## src/rtl/opll_bus_pkg.sv

```systemverilog
// rtl/opll_bus_pkg.sv - shared types, default timing and bus drive decode for the OPLL bus writer
package opll_bus_pkg;

  localparam int DEF_ADDR_WAIT = 12;
  localparam int DEF_DATA_WAIT = 84;

  typedef enum logic [3:0] {
    ST_IDLE,
    ST_A_SETUP,
    ST_A_STROBE,
    ST_A_HOLD,
    ST_A_WAIT,
    ST_D_SETUP,
    ST_D_STROBE,
    ST_D_HOLD,
    ST_D_WAIT
  } state_t;

  typedef struct packed {
    logic [7:0] addr;
    logic [7:0] data;
  } req_t;

  typedef struct packed {
    logic       cs_n;
    logic       wr_n;
    logic       a0;
    logic       d_oe;
    logic [7:0] d;
  } bus_t;

  localparam bus_t BUS_IDLE = '{1'b1, 1'b1, 1'b0, 1'b0, 8'h00};

  function automatic int max_int(input int a, input int b);
    return (a > b) ? a : b;
  endfunction

  // Bus pin values for the state being entered; wait states fall through to BUS_IDLE.
  function automatic bus_t bus_drive(input state_t s, input req_t r);
    bus_t b;
    b = BUS_IDLE;
    if (s inside {ST_A_SETUP, ST_A_STROBE, ST_A_HOLD}) begin
      b.a0   = 1'b0;
      b.d    = r.addr;
      b.d_oe = 1'b1;
      b.cs_n = (s == ST_A_HOLD);
      b.wr_n = (s != ST_A_STROBE);
    end else if (s inside {ST_D_SETUP, ST_D_STROBE, ST_D_HOLD}) begin
      b.a0   = 1'b1;
      b.d    = r.data;
      b.d_oe = 1'b1;
      b.cs_n = (s == ST_D_HOLD);
      b.wr_n = (s != ST_D_STROBE);
    end
    return b;
  endfunction

endpackage

```

## src/rtl/opll_bus_fifo.sv

```systemverilog
// rtl/opll_bus_fifo.sv - request FIFO holding packed {addr,data} entries ahead of the bus sequencer
module opll_bus_fifo #(
  parameter int DEPTH = 4
) (
  input  logic        i_EMUCLK,
  input  logic        i_RST,
  input  logic        i_PUSH,
  input  logic [15:0] i_PUSH_DATA,
  input  logic        i_POP,
  output logic [15:0] o_POP_DATA,
  output logic        o_FULL,
  output logic        o_EMPTY
);

  localparam int AW = $clog2(DEPTH);
  localparam logic [AW:0] PTR_ONE = 1;

  logic [15:0] mem [DEPTH];
  logic [AW:0] wr_ptr;
  logic [AW:0] rd_ptr;

  // Extra pointer MSB distinguishes full from empty when the index bits match.
  assign o_EMPTY    = (wr_ptr == rd_ptr);
  assign o_FULL     = (wr_ptr[AW] != rd_ptr[AW]) && (wr_ptr[AW-1:0] == rd_ptr[AW-1:0]);
  assign o_POP_DATA = mem[rd_ptr[AW-1:0]];

  always_ff @(posedge i_EMUCLK or posedge i_RST) begin
    if (i_RST) begin
      wr_ptr <= '0;
      rd_ptr <= '0;
    end else begin
      if (i_PUSH && !o_FULL)  wr_ptr <= wr_ptr + PTR_ONE;
      if (i_POP  && !o_EMPTY) rd_ptr <= rd_ptr + PTR_ONE;
    end
  end

  always_ff @(posedge i_EMUCLK) begin
    if (i_PUSH && !o_FULL) mem[wr_ptr[AW-1:0]] <= i_PUSH_DATA;
  end

endmodule

```

## src/rtl/opll_bus_writer.sv

```systemverilog
// rtl/opll_bus_writer.sv - queued OPLL register writer; OPLL_BUS_WRITER_SKIP_REDUNDANT_ADDR_EN skips repeated address phases
module opll_bus_writer
  import opll_bus_pkg::*;
#(
  parameter int FIFO_DEPTH = 4,
  parameter int ADDR_WAIT  = DEF_ADDR_WAIT,
  parameter int DATA_WAIT  = DEF_DATA_WAIT
) (
  input  logic       i_EMUCLK,
  input  logic       i_RST,
  input  logic       i_phiM_PCEN_n,
  input  logic       i_REQ_VALID,
  output logic       o_REQ_READY,
  input  logic [7:0] i_REQ_ADDR,
  input  logic [7:0] i_REQ_DATA,
  output logic       o_CS_n,
  output logic       o_WR_n,
  output logic       o_A0,
  output logic [7:0] o_D,
  output logic       o_D_OE,
  output logic       o_BUSY
);

  localparam int CNT_W = $clog2(max_int(ADDR_WAIT, DATA_WAIT) + 1);
  localparam logic [CNT_W-1:0] A_LOAD  = CNT_W'(ADDR_WAIT - 1);
  localparam logic [CNT_W-1:0] D_LOAD  = CNT_W'(DATA_WAIT - 1);
  localparam logic [CNT_W-1:0] CNT_ONE = 1;

  state_t           state, state_nxt;
  logic [CNT_W-1:0] cnt, cnt_nxt;
  req_t             cur, cur_nxt, head_req;
  bus_t             bus_q;
  logic [15:0]      head;
  logic             fifo_full, fifo_empty, pop, push, tick, ready_en, skip_addr;

  assign tick        = !i_phiM_PCEN_n;
  assign o_REQ_READY = ready_en && !fifo_full;
  assign push        = i_REQ_VALID && o_REQ_READY;
  assign head_req    = head;

  opll_bus_fifo #(.DEPTH(FIFO_DEPTH)) u_fifo (
    .i_EMUCLK   (i_EMUCLK),
    .i_RST      (i_RST),
    .i_PUSH     (push),
    .i_PUSH_DATA({i_REQ_ADDR, i_REQ_DATA}),
    .i_POP      (pop),
    .o_POP_DATA (head),
    .o_FULL     (fifo_full),
    .o_EMPTY    (fifo_empty)
  );

`ifdef OPLL_BUS_WRITER_SKIP_REDUNDANT_ADDR_EN
  logic [7:0] last_addr;
  logic       last_valid;

  assign skip_addr = last_valid && (head_req.addr == last_addr);

  always_ff @(posedge i_EMUCLK or posedge i_RST) begin
    if (i_RST) begin
      last_valid <= 1'b0;
      last_addr  <= 8'h00;
    end else if (tick && state == ST_A_SETUP) begin
      last_valid <= 1'b1;
      last_addr  <= cur.addr;
    end
  end
`else
  assign skip_addr = 1'b0;
`endif

  always_comb begin
    state_nxt = state;
    cnt_nxt   = cnt;
    cur_nxt   = cur;
    pop       = 1'b0;
    if (tick) begin
      case (state)
        ST_IDLE: begin
          if (!fifo_empty) begin
            pop       = 1'b1;
            cur_nxt   = head_req;
            state_nxt = skip_addr ? ST_D_SETUP : ST_A_SETUP;
          end
        end
        ST_A_SETUP:  state_nxt = ST_A_STROBE;
        ST_A_STROBE: state_nxt = ST_A_HOLD;
        ST_A_HOLD: begin
          state_nxt = ST_A_WAIT;
          cnt_nxt   = A_LOAD;
        end
        ST_A_WAIT: begin
          if (cnt == '0) state_nxt = ST_D_SETUP;
          else           cnt_nxt   = cnt - CNT_ONE;
        end
        ST_D_SETUP:  state_nxt = ST_D_STROBE;
        ST_D_STROBE: state_nxt = ST_D_HOLD;
        ST_D_HOLD: begin
          state_nxt = ST_D_WAIT;
          cnt_nxt   = D_LOAD;
        end
        ST_D_WAIT: begin
          if (cnt == '0) state_nxt = ST_IDLE;
          else           cnt_nxt   = cnt - CNT_ONE;
        end
        default: state_nxt = ST_IDLE;
      endcase
    end
  end

  // Pins are registered from the next state so they change in step with the FSM.
  always_ff @(posedge i_EMUCLK or posedge i_RST) begin
    if (i_RST) begin
      state    <= ST_IDLE;
      cnt      <= '0;
      cur      <= '0;
      bus_q    <= BUS_IDLE;
      ready_en <= 1'b0;
    end else begin
      state    <= state_nxt;
      cnt      <= cnt_nxt;
      cur      <= cur_nxt;
      bus_q    <= bus_drive(state_nxt, cur_nxt);
      ready_en <= 1'b1;
    end
  end

  assign o_CS_n = bus_q.cs_n;
  assign o_WR_n = bus_q.wr_n;
  assign o_A0   = bus_q.a0;
  assign o_D    = bus_q.d;
  assign o_D_OE = bus_q.d_oe;
  assign o_BUSY = !fifo_empty || (state != ST_IDLE);

endmodule

```

## config.mk

```make
export PLATFORM = sky130hd
export DESIGN_NAME = opll_bus_writer
export DESIGN_NICKNAME = d
export VERILOG_FILES = /design/src/rtl/opll_bus_pkg.sv /design/src/rtl/opll_bus_fifo.sv /design/src/rtl/opll_bus_writer.sv
export SDC_FILE = /design/constraint.sdc
export NUM_CORES = 1
export LEC_CHECK = 0
export CAP_MARGIN = 30
export CORE_MARGIN = 1
export CORE_UTILIZATION = 58
export DETAILED_ROUTE_END_ITERATION = 16
export GPL_TIMING_DRIVEN = 0
export PLACE_DENSITY = 0.79
export SYNTH_ARGS = -nofsm -noshare
export SYNTH_HDL_FRONTEND = slang
export SYNTH_SLANG_ARGS = --single-unit
```

## constraint.sdc

```tcl
create_clock -name i_EMUCLK -period 2.2 [get_ports i_EMUCLK]
set_input_delay 0.55 -clock i_EMUCLK [delete_from_list [all_inputs] [get_ports i_EMUCLK]]
set_output_delay 0.55 -clock i_EMUCLK [all_outputs]
set_load 0.005 [all_outputs]
```

Word level (Yosys, flattened, before mapping). Memories as Yosys holds them, arrays and structs flattened. Cells that the tools add are included.

Flip-flop bits (word level): 46. Memory bits (writable): 64. Input bits: 20. Output and inout port bits: 14. Logic and storage cells: 70. Memories kept: 1.

Add/sub/neg operators: 3. Equal/unequal tests: 20. Mux-type cells: 17. Bitwise gates (word level): 1. Reduce and logical (&&, ||, !) cells: 16.

Memories: u_fifo.mem (words 4, bits a word 16, read ports 1, clocked after memory_dff 0, wr ports 1, line opll_bus_fifo.sv:18) `logic [15:0] mem [DEPTH];`.

Operators by type and width (count): $mux W16 (3); $pmux W4 S9 (1); $eq A4 B3 Y1 const B (7); $mux W12 (2); $pmux W7 S3 (1); $eq A4 B2 Y1 const B (4); $mux W4 (4); $reduce_bool A3 Y1 (3); $eq A4 B1 Y1 const B (2); $logic_not A7 Y1 (1); $mux W7 (1); $sub A7 B1 Y7 const B (1); $add A3 B1 Y3 const B (2); $logic_and A1 B1 Y1 (5); $mux W1 (5); $eq A4 B4 Y1 const B (1); $logic_not A4 Y1 (1); $ne A4 B2 Y1 const B (1); $ne A4 B3 Y1 const B (1); $reduce_bool A4 Y1 (1); $eq A3 B3 Y1 (1); $reduce_and A3 Y1 (1); $eq A2 B2 Y1 (1); $logic_not A1 Y1 (2); other kinds (5) (5).

Logic depth before layout (Yosys ltp). Gate-level depths: netlist of the first run.

Depth after elaboration: 8. Mapped depth: 8. Depth with buffers taken out: 8.

Hierarchy. A second synthesis of the first run with hierarchy kept.

Cell total of the unflattened synthesis: 316. Area total of the unflattened synthesis: 4865.9 um^2.

By module, submodules not included: opll_bus_fifo (instances 1, cells an instance 133, area an instance 2827.7 um^2, sequential area each 2072.0 um^2); opll_bus_writer (instances 1, cells an instance 183, area an instance 2038.2 um^2, sequential area each 1003.5 um^2).

Least setup slack after synthesis of the first run. Ideal clock, no wire load.

Path kind: register -> register. From: reg u_fifo.rd_ptr[1]. To: mem u_fifo.mem[3][0], enable pin. Data arrival time: 1.621 ns. Data required time: 1.825 ns. Path slack: 0.204 ns. Cell stages (with the launch flop): 6. Path buffers: 1. Cells stage by stage: dfrtp_1 buf_6 xor2_2 nor2_1 a21boi_1 and3_1.

Word-level cells in the longest chain between the ends: 8.

RTL lines: from (decl) (line opll_bus_fifo.sv:20) `logic [AW:0] rd_ptr;`; from (signal assigned) (line opll_bus_fifo.sv:33) `if (i_POP && !o_EMPTY) rd_ptr <= rd_ptr + PTR_ONE;`; $eq A2 B2 Y1 (line opll_bus_fifo.sv:24) `assign o_FULL = (wr_ptr[AW] != rd_ptr[AW]) && (wr_ptr[AW-1:0] == rd_ptr[AW-1:0]);`; $logic_and A1 B1 Y1 (line opll_bus_fifo.sv:24); $logic_not A1 Y1 (line opll_bus_writer.sv:37) `assign o_REQ_READY = ready_en && !fifo_full;`; $logic_and A1 B1 Y1 (line opll_bus_writer.sv:37); net o_REQ_READY (line opll_bus_writer.sv:13) `output logic o_REQ_READY,`; $logic_and A1 B1 Y1 (line opll_bus_writer.sv:38) `assign push = i_REQ_VALID && o_REQ_READY;`; $logic_and A1 B1 Y1 (line opll_bus_fifo.sv:38) `if (i_PUSH && !o_FULL) mem[wr_ptr[AW-1:0]] <= i_PUSH_DATA;`; $mux W1 (line opll_bus_fifo.sv:38); $mux W1 (not written as such) (line opll_bus_fifo.sv:38); to (decl) (line opll_bus_fifo.sv:18).

The timed path passes the listed nets, and every way through them passes these cells.

Worst setup path in the final report of the first run.
From: reg u_fifo.rd_ptr[0]. To: out o_REQ_READY.

Word-level cells in the longest chain between the ends: 4.

RTL lines (line): $eq A2 B2 Y1 (opll_bus_fifo.sv:24); $logic_and A1 B1 Y1 (opll_bus_fifo.sv:24); $logic_not A1 Y1 (opll_bus_writer.sv:37); $logic_and A1 B1 Y1 (opll_bus_writer.sv:37); to (decl) (opll_bus_writer.sv:13).

Every way passes these cells.

==> run summary, run 1 <==
largest net degree at the start of global routing: 35
Num CTS Buffers: 9
top cells by area, synth: edfxtp_1 (42%), dfrtp_1 (24%), mux4_2 (6.3%), mux2i_1 (3.7%), inv_1 (2.0%)
vias in the first global route: 2,562
root buffer cell: clkbuf_8
Avg Vias per Cell: 5.63
finished layout cell area: 5420 um^2
final hold viol count: 0
register area share after synthesis: 0.666
Tot GR Track Use: 0.211
CP arrival: 1.60 ns
Tcrit/Tclk final: 0.978
ANT nets after route: 0
worst vdd ir: 0.000594 V
CP Launch Type: flip-flop
# H-tree levels: 3
most used flip-flop cell after synthesis: edfxtp_1
max-slew violations: 0
number of synthesized flops with an enable pin: 64
initial antenna violation count: 0
crit path max fanout: 6
Cell Area, Synth: 4620 um^2
total wire length: 8030 um
synthesized instance count: 285
Synthesis Warnings: 0
CP Capture Type: output pin
Final Instance Count excl. Fillers: 448
Horiz. Die Dim: 91.2 um
CTS Buffer Depth: 2
per-cell routed wire length: 17.9 um
max cap viols: 0
outcome: finished clean
CTS tree: done
placed insts: 421
Worst Tran Pin Value: 0.515 ns
Final Skew: 0.0108 ns
Die Y: 91.2 um
worst setup path class: reg2out
vias: 2,522
half-perimeter wire length after placement: 5160 um
synth-to-layout area growth: 17.4%
die area: 8320 um^2
crit path from: u_fifo.rd_ptr[0]
row cnt: 32
core region area: 7730 um^2
Clock transition at path regs: 0.10 ns
HP Class: in2async
most common cell in the netlist: edfxtp_1
clk sinks: 110
Nets: 368
first-pass GRT wire length: 12,800 um
WP data required: 1.65 ns
Mapped Avg Cell Area: 16.2 um^2
Synth Register Bits: 110
r2r setup slk: 0.11 ns
GP Congestion: 0.884
remaining routing DRC violations: 0
Final min period: 2.15 ns
post-synth top area share: 0.416
Commonest cells post-synth: edfxtp_1 (64), dfrtp_1 (44), inv_1 (25)
reg2reg end: o_D[1]
post-synthesis async set-or-reset flop share: 0.418
reg2reg path depth: 6
pwr dens: 1170 nW/um^2
GRT overflow: 0
RR Startpoint: u_fifo.rd_ptr[0]
Starting Density: 0.597
Initial DRC Count: 119
syn_nets: 312
number of antenna diodes: 0
count of input and output buffers: 33
Finish-stage setup viols: 0
max frequency: 465 MHz
Power, Total: 6.33 mW
layout cells sized above 1: 0.237
Placed Instance Area: 5090 um^2
crit path to: o_REQ_READY
DRT Pass-1 Iters: 4
clock latency at the later pin of the worst-skew pair: 0.37 ns
Netlist cell types: 54
num ports: 34
Leak: 2.11 nW
Max-slew headroom: 0.657
top cell type by total area after synthesis: edfxtp_1
## final cells by class
| cell class | instances | area (um^2) |
|---|---|---|
| inverters | 26 | 97.6 |
| repair buffers | 45 | 423 |
| well taps | 102 | 128 |
| multi-input cells | 140 | 1420 |
| clock inverters | 7 | 67.6 |
| plain buffers | 9 | 87.6 |
| fillers | 509 | 2310 |
| clock buffers | 9 | 124 |
| flip-flops and latches | 110 | 3080 |
## critical path, stage by stage (launching register included)
cell	delay, ns
dfrtp_1	0.43
buf_12	0.15
xor2_4	0.18
nor2_1	0.07
a21boi_2	0.24
buf_2	0.16
## cell usage in the layout, fill, tap and decap left out, drive strengths merged, types with 2 or more instances in the layout
| cell | count |
|---|---|
| edfxtp | 64 |
| dfrtp | 44 |
| clkdlybuf4s50 | 31 |
| inv | 28 |
| buf | 22 |
| mux2i | 17 |
| nor2 | 16 |
| mux4 | 16 |
| nand2 | 11 |
| clkbuf | 10 |
| o22ai | 8 |
| ha | 7 |
| a21oi | 7 |
| and3 | 6 |
| xnor2 | 5 |
| xor2 | 5 |
| nand3 | 4 |
| clkinv | 4 |
| o21ai | 3 |
| or3 | 3 |
| nor3 | 3 |
| a211o | 2 |
| a211oi | 2 |
| o31ai | 2 |
| a22o | 2 |
| o211ai | 2 |
| dfstp | 2 |
| or2 | 2 |
| nor3b | 2 |
| a31oi | 2 |
| mux2 | 2 |
## routing by layer
metal  vias to the layer above  share of wire  GRT usage
met4                         0         0.0090     0.0688
met5                         -              0          0
met1                      1289           0.44      0.283
met2                        53           0.51      0.342
met3                         7          0.042     0.0544
li1                       1173              -          -
## report_power, final
group          internal, mW  switching [mW]  total [mW]  leakage (nW)
logic                  1.11            1.20        2.31         0.865
clock network         0.437           0.696        1.13        0.0937
registers              2.65           0.241        2.89          1.15
## metrics by stage
step                      utilization  setup WS (ns)  TNS [ns]  hold slack [ns]
final                           0.701         0.0474         0            0.443
after CTS                       0.694         0.0218         0            0.444
after detailed placement        0.659         -0.470    -16.91            0.472
after global routing            0.701        -0.0425   -0.0425            0.454
after floorplan                     -          0.204         0            0.446
after global placement          0.657         -0.494    -31.41            0.462
## cell families after synthesis
logic type	share of synthesized area
AND/OR/NAND/NOR	0.0621
multiplexers	0.123
XOR/XNOR	0.0222
other	0.000812
AO/OA/AOI/OAI	0.0686
buffers and inverters	0.0382
flip-flops	0.666
adder cells (fa/ha/maj)	0.0190
## registers in the layout (all words and copies together), names as in the netlist
name           count
o_D                8
u_fifo.rd_ptr      3
o_D_OE             1
o_A0               1
ready_en           1
o_CS_n             1
cur               16
u_fifo.wr_ptr      3
u_fifo.mem        64
o_WR_n             1
cnt                7
state              4
## what timing repair did
item,4_1_cts,5_1_grt
pin swaps,3,3
gates resized for setup,18,3
endpoints found under the setup margin,69,10
setup buffers,5,6
hold endpoints to repair,0,0
hold buffers,0,0
## how the worst min path moves through the flow
stage / start / cells after the start / slack, ns / to
after CTS: i_RST / 2 / 0.44 / cnt[6]
after detailed placement: cur[14] / 2 / 0.47 / cur[14]
after global placement: cur[15] / 2 / 0.46 / cur[15]
after floorplan: cur[10] / 2 / 0.45 / cur[10]
after global routing: i_RST / 2 / 0.45 / cnt[6]
final: i_RST / 2 / 0.44 / cnt[6]
(Power assumes the default switching activity.)
==> run 2, diff against run 1 <==
--- a/config.mk
+++ b/config.mk
@@ -6,7 +6,7 @@
 export NUM_CORES = 1
 export LEC_CHECK = 0
 export CAP_MARGIN = 30
-export CORE_MARGIN = 1
+export CORE_MARGIN = 10
 export CORE_UTILIZATION = 58
 export DETAILED_ROUTE_END_ITERATION = 16
 export GPL_TIMING_DRIVEN = 0
==> run 2 against run 1 <==
Against the previous run: maximum frequency rose by 1.8%; via count shrank 2.2%; die area rose by 43%; power is 1.3% higher; non-clock buffer count down 7; global-route usage shrank 6.3 points; combinational power shrank 4%; critical path type unchanged; critical endpoint is now o_BUSY; largest cell class unchanged; largest power group unchanged; highest routed layer unchanged.
==> run summary, run 2 (synthesis gave the netlist of run 1 again) <==
vias: 2,467 (was 2,522)
number of antenna diodes: 0 (unchanged)
Clock transition at path regs: 0.11 ns (was 0.10 ns)
Starting Density: 0.597 (unchanged)
Final Instance Count excl. Fillers: 441 (was 448)
Hold-fix buffers, CTS: 0 (unchanged)
Detail Route met2 WL: 4240 um (was 4100 um)
Multi-input gate area: 1420 um^2 (unchanged)
final worst setup slack: 0.0847 ns (was 0.0474 ns)
remaining routing DRC violations: 0 (unchanged)
ANT nets after route: 0 (unchanged)
Final Skew: 0.0146 ns (was 0.0108 ns)
half-perimeter wire length after placement: 5390 um (was 5160 um)
outcome: finished clean (unchanged)
count of input and output buffers: 33 (unchanged)
WHS: 0.395 ns (was 0.443 ns)
max cap viols: 0 (unchanged)
GRT overflow: 0 (unchanged)
total wire length: 8210 um (was 8030 um)
CTS Buffer Depth: 2 (unchanged)
register area: 3080 um^2 (unchanged)
initial antenna violation count: 0 (unchanged)
pwr dens: 1180 nW/um^2 (was 1170 nW/um^2)
finished layout cell area: 5410 um^2 (was 5420 um^2)
DRT Pass-1 Iters: 4 (unchanged)
Horiz. Die Dim: 109 um (was 91.2 um)
WP data required: 1.65 ns (about the same)
clk sinks: 110 (unchanged)
max frequency: 473 MHz (was 465 MHz)
most frequent cells in the layout: edfxtp_1 (64), dfrtp_1 (42), clkdlybuf4s50_1 (31) (unchanged)
core region area: 7730 um^2 (unchanged)
max-slew violations: 0 (unchanged)
Leak: 2.09 nW (was 2.11 nW)
Num CTS Buffers: 9 (unchanged)
dpl ws: -0.466 ns (was -0.470 ns)
clock latency at the later pin of the worst-skew pair: 0.38 ns (was 0.37 ns)
Initial DRC Count: 80 (was 119)
Max-slew headroom: 0.652 (was 0.657)
CTS tree: done (unchanged)
RSZ-0062 raised after global routing: false
Placed Instance Area: 5090 um^2 (unchanged)
layout cells sized above 1: 0.221 (was 0.237)
DR WL met3: 415 um (was 340 um)
Largest register FFs: 64 (unchanged)
num ports: 34 (unchanged)
Tot GR Track Use: 0.149 (was 0.211)
synth-to-layout area growth: 17.1% (was 17.4%)
r2r setup slk: 0.09 ns (was 0.11 ns)
Tcrit/Tclk final: 0.962 (was 0.978)
met1 wire length: 3420 um (was 3520 um)
GP Congestion: 0.871 (was 0.884)
CP Capture Type: output pin (unchanged)
HP Class: in2async (unchanged)
Worst Tran Pin Value: 0.522 ns (was 0.515 ns)
fin util: 0.700 (was 0.701)
row cnt: 32 (unchanged)
placed insts: 421 (unchanged)
largest net degree at the start of global routing: 38 (was 35)
final hold viol count: 0 (unchanged)
per-cell routed wire length: 18.6 um (was 17.9 um)
top routing layer in use: met4 (unchanged)
CP arrival: 1.57 ns (was 1.60 ns)
Avg Vias per Cell: 5.59 (was 5.63)
# fillers: 511 (was 509)
Nets: 361 (was 368)
root buffer cell: clkbuf_8 (unchanged)
crit path max fanout: 3 (was 6)
Final min period: 2.12 ns (was 2.15 ns)
first-pass GRT wire length: 13,200 um (was 12,800 um)
worst setup path class: reg2out (unchanged)
CP Launch Type: flip-flop (unchanged)
Finish-stage setup viols: 0 (unchanged)
# H-tree levels: 3 (unchanged)
most common cell after layout, fill and taps aside: edfxtp_1 (unchanged)
die area: 11,900 um^2 (was 8320 um^2)
Die Y: 109 um (was 91.2 um)
vias in the first global route: 2,552 (was 2,562)
worst vdd ir: 0.000663 V (was 0.000594 V)
-- run 2: worst max-delay path, cell delays in order, from the launching register on --
cell and delay, ns:
dfrtp_1 0.43, buf_12 0.15, xor2_4 0.16, nor3_2 0.15
nand3_1 0.09, clkdlybuf4s15_1 0.22
-- run 2: per-layer routing --
layer / GRT usage / up-vias
li1: - / 1155
met1: 0.173 / 1239
met2: 0.257 / 60
met3: 0.0378 / 13
met4: 0.0613 / 0
met5: 0 / -
-- run 2: repair_timing --
| action | 4_1_cts | 5_1_grt |
|---|---|---|
| gates resized for setup | 15 | 4 |
| endpoints found under the setup margin | 75 | 8 |
| buffers inserted | 5 | 0 |
| pin swaps | 2 | 2 |
-- run 2: cell type report --
type	instances	share of cell area
multi-input cells	140	0.262
plain buffers	8	0.0153
well taps	102	0.0236
flip-flops and latches	110	0.569
clock buffers	10	0.0255
repair buffers	39	0.0708
inverters	26	0.0180
clock inverters	6	0.0160
-- run 2: power by group --
part	internal [mW]	total [mW]	switching [mW]
Sequential	2.65	2.88	0.231
Combinational	1.05	2.22	1.17
Clock	0.589	1.31	0.719
Total	4.28	6.41	2.12
-- run 2: final timing paths --
check                           cells after the start                to              from
max in group asynchronous                           3  u_fifo.wr_ptr[1]             i_RST
worst max-delay path                                5            o_BUSY  u_fifo.rd_ptr[0]
worst min register to register                      2           cur[10]           cur[10]
min in group i_EMUCLK                               2           cur[10]           cur[10]
worst min-delay path                                2            cnt[6]             i_RST
worst max register to register                      7            o_D[3]            cnt[0]
-- run 2: through the flow --
step                      setup TNS (ns)  total power [mW]
after detailed placement          -17.08              5.01
final                                  0              6.41
after floorplan                        0              4.45
after global routing                   0              6.78
after global placement            -29.54              4.92
after CTS                              0              6.46
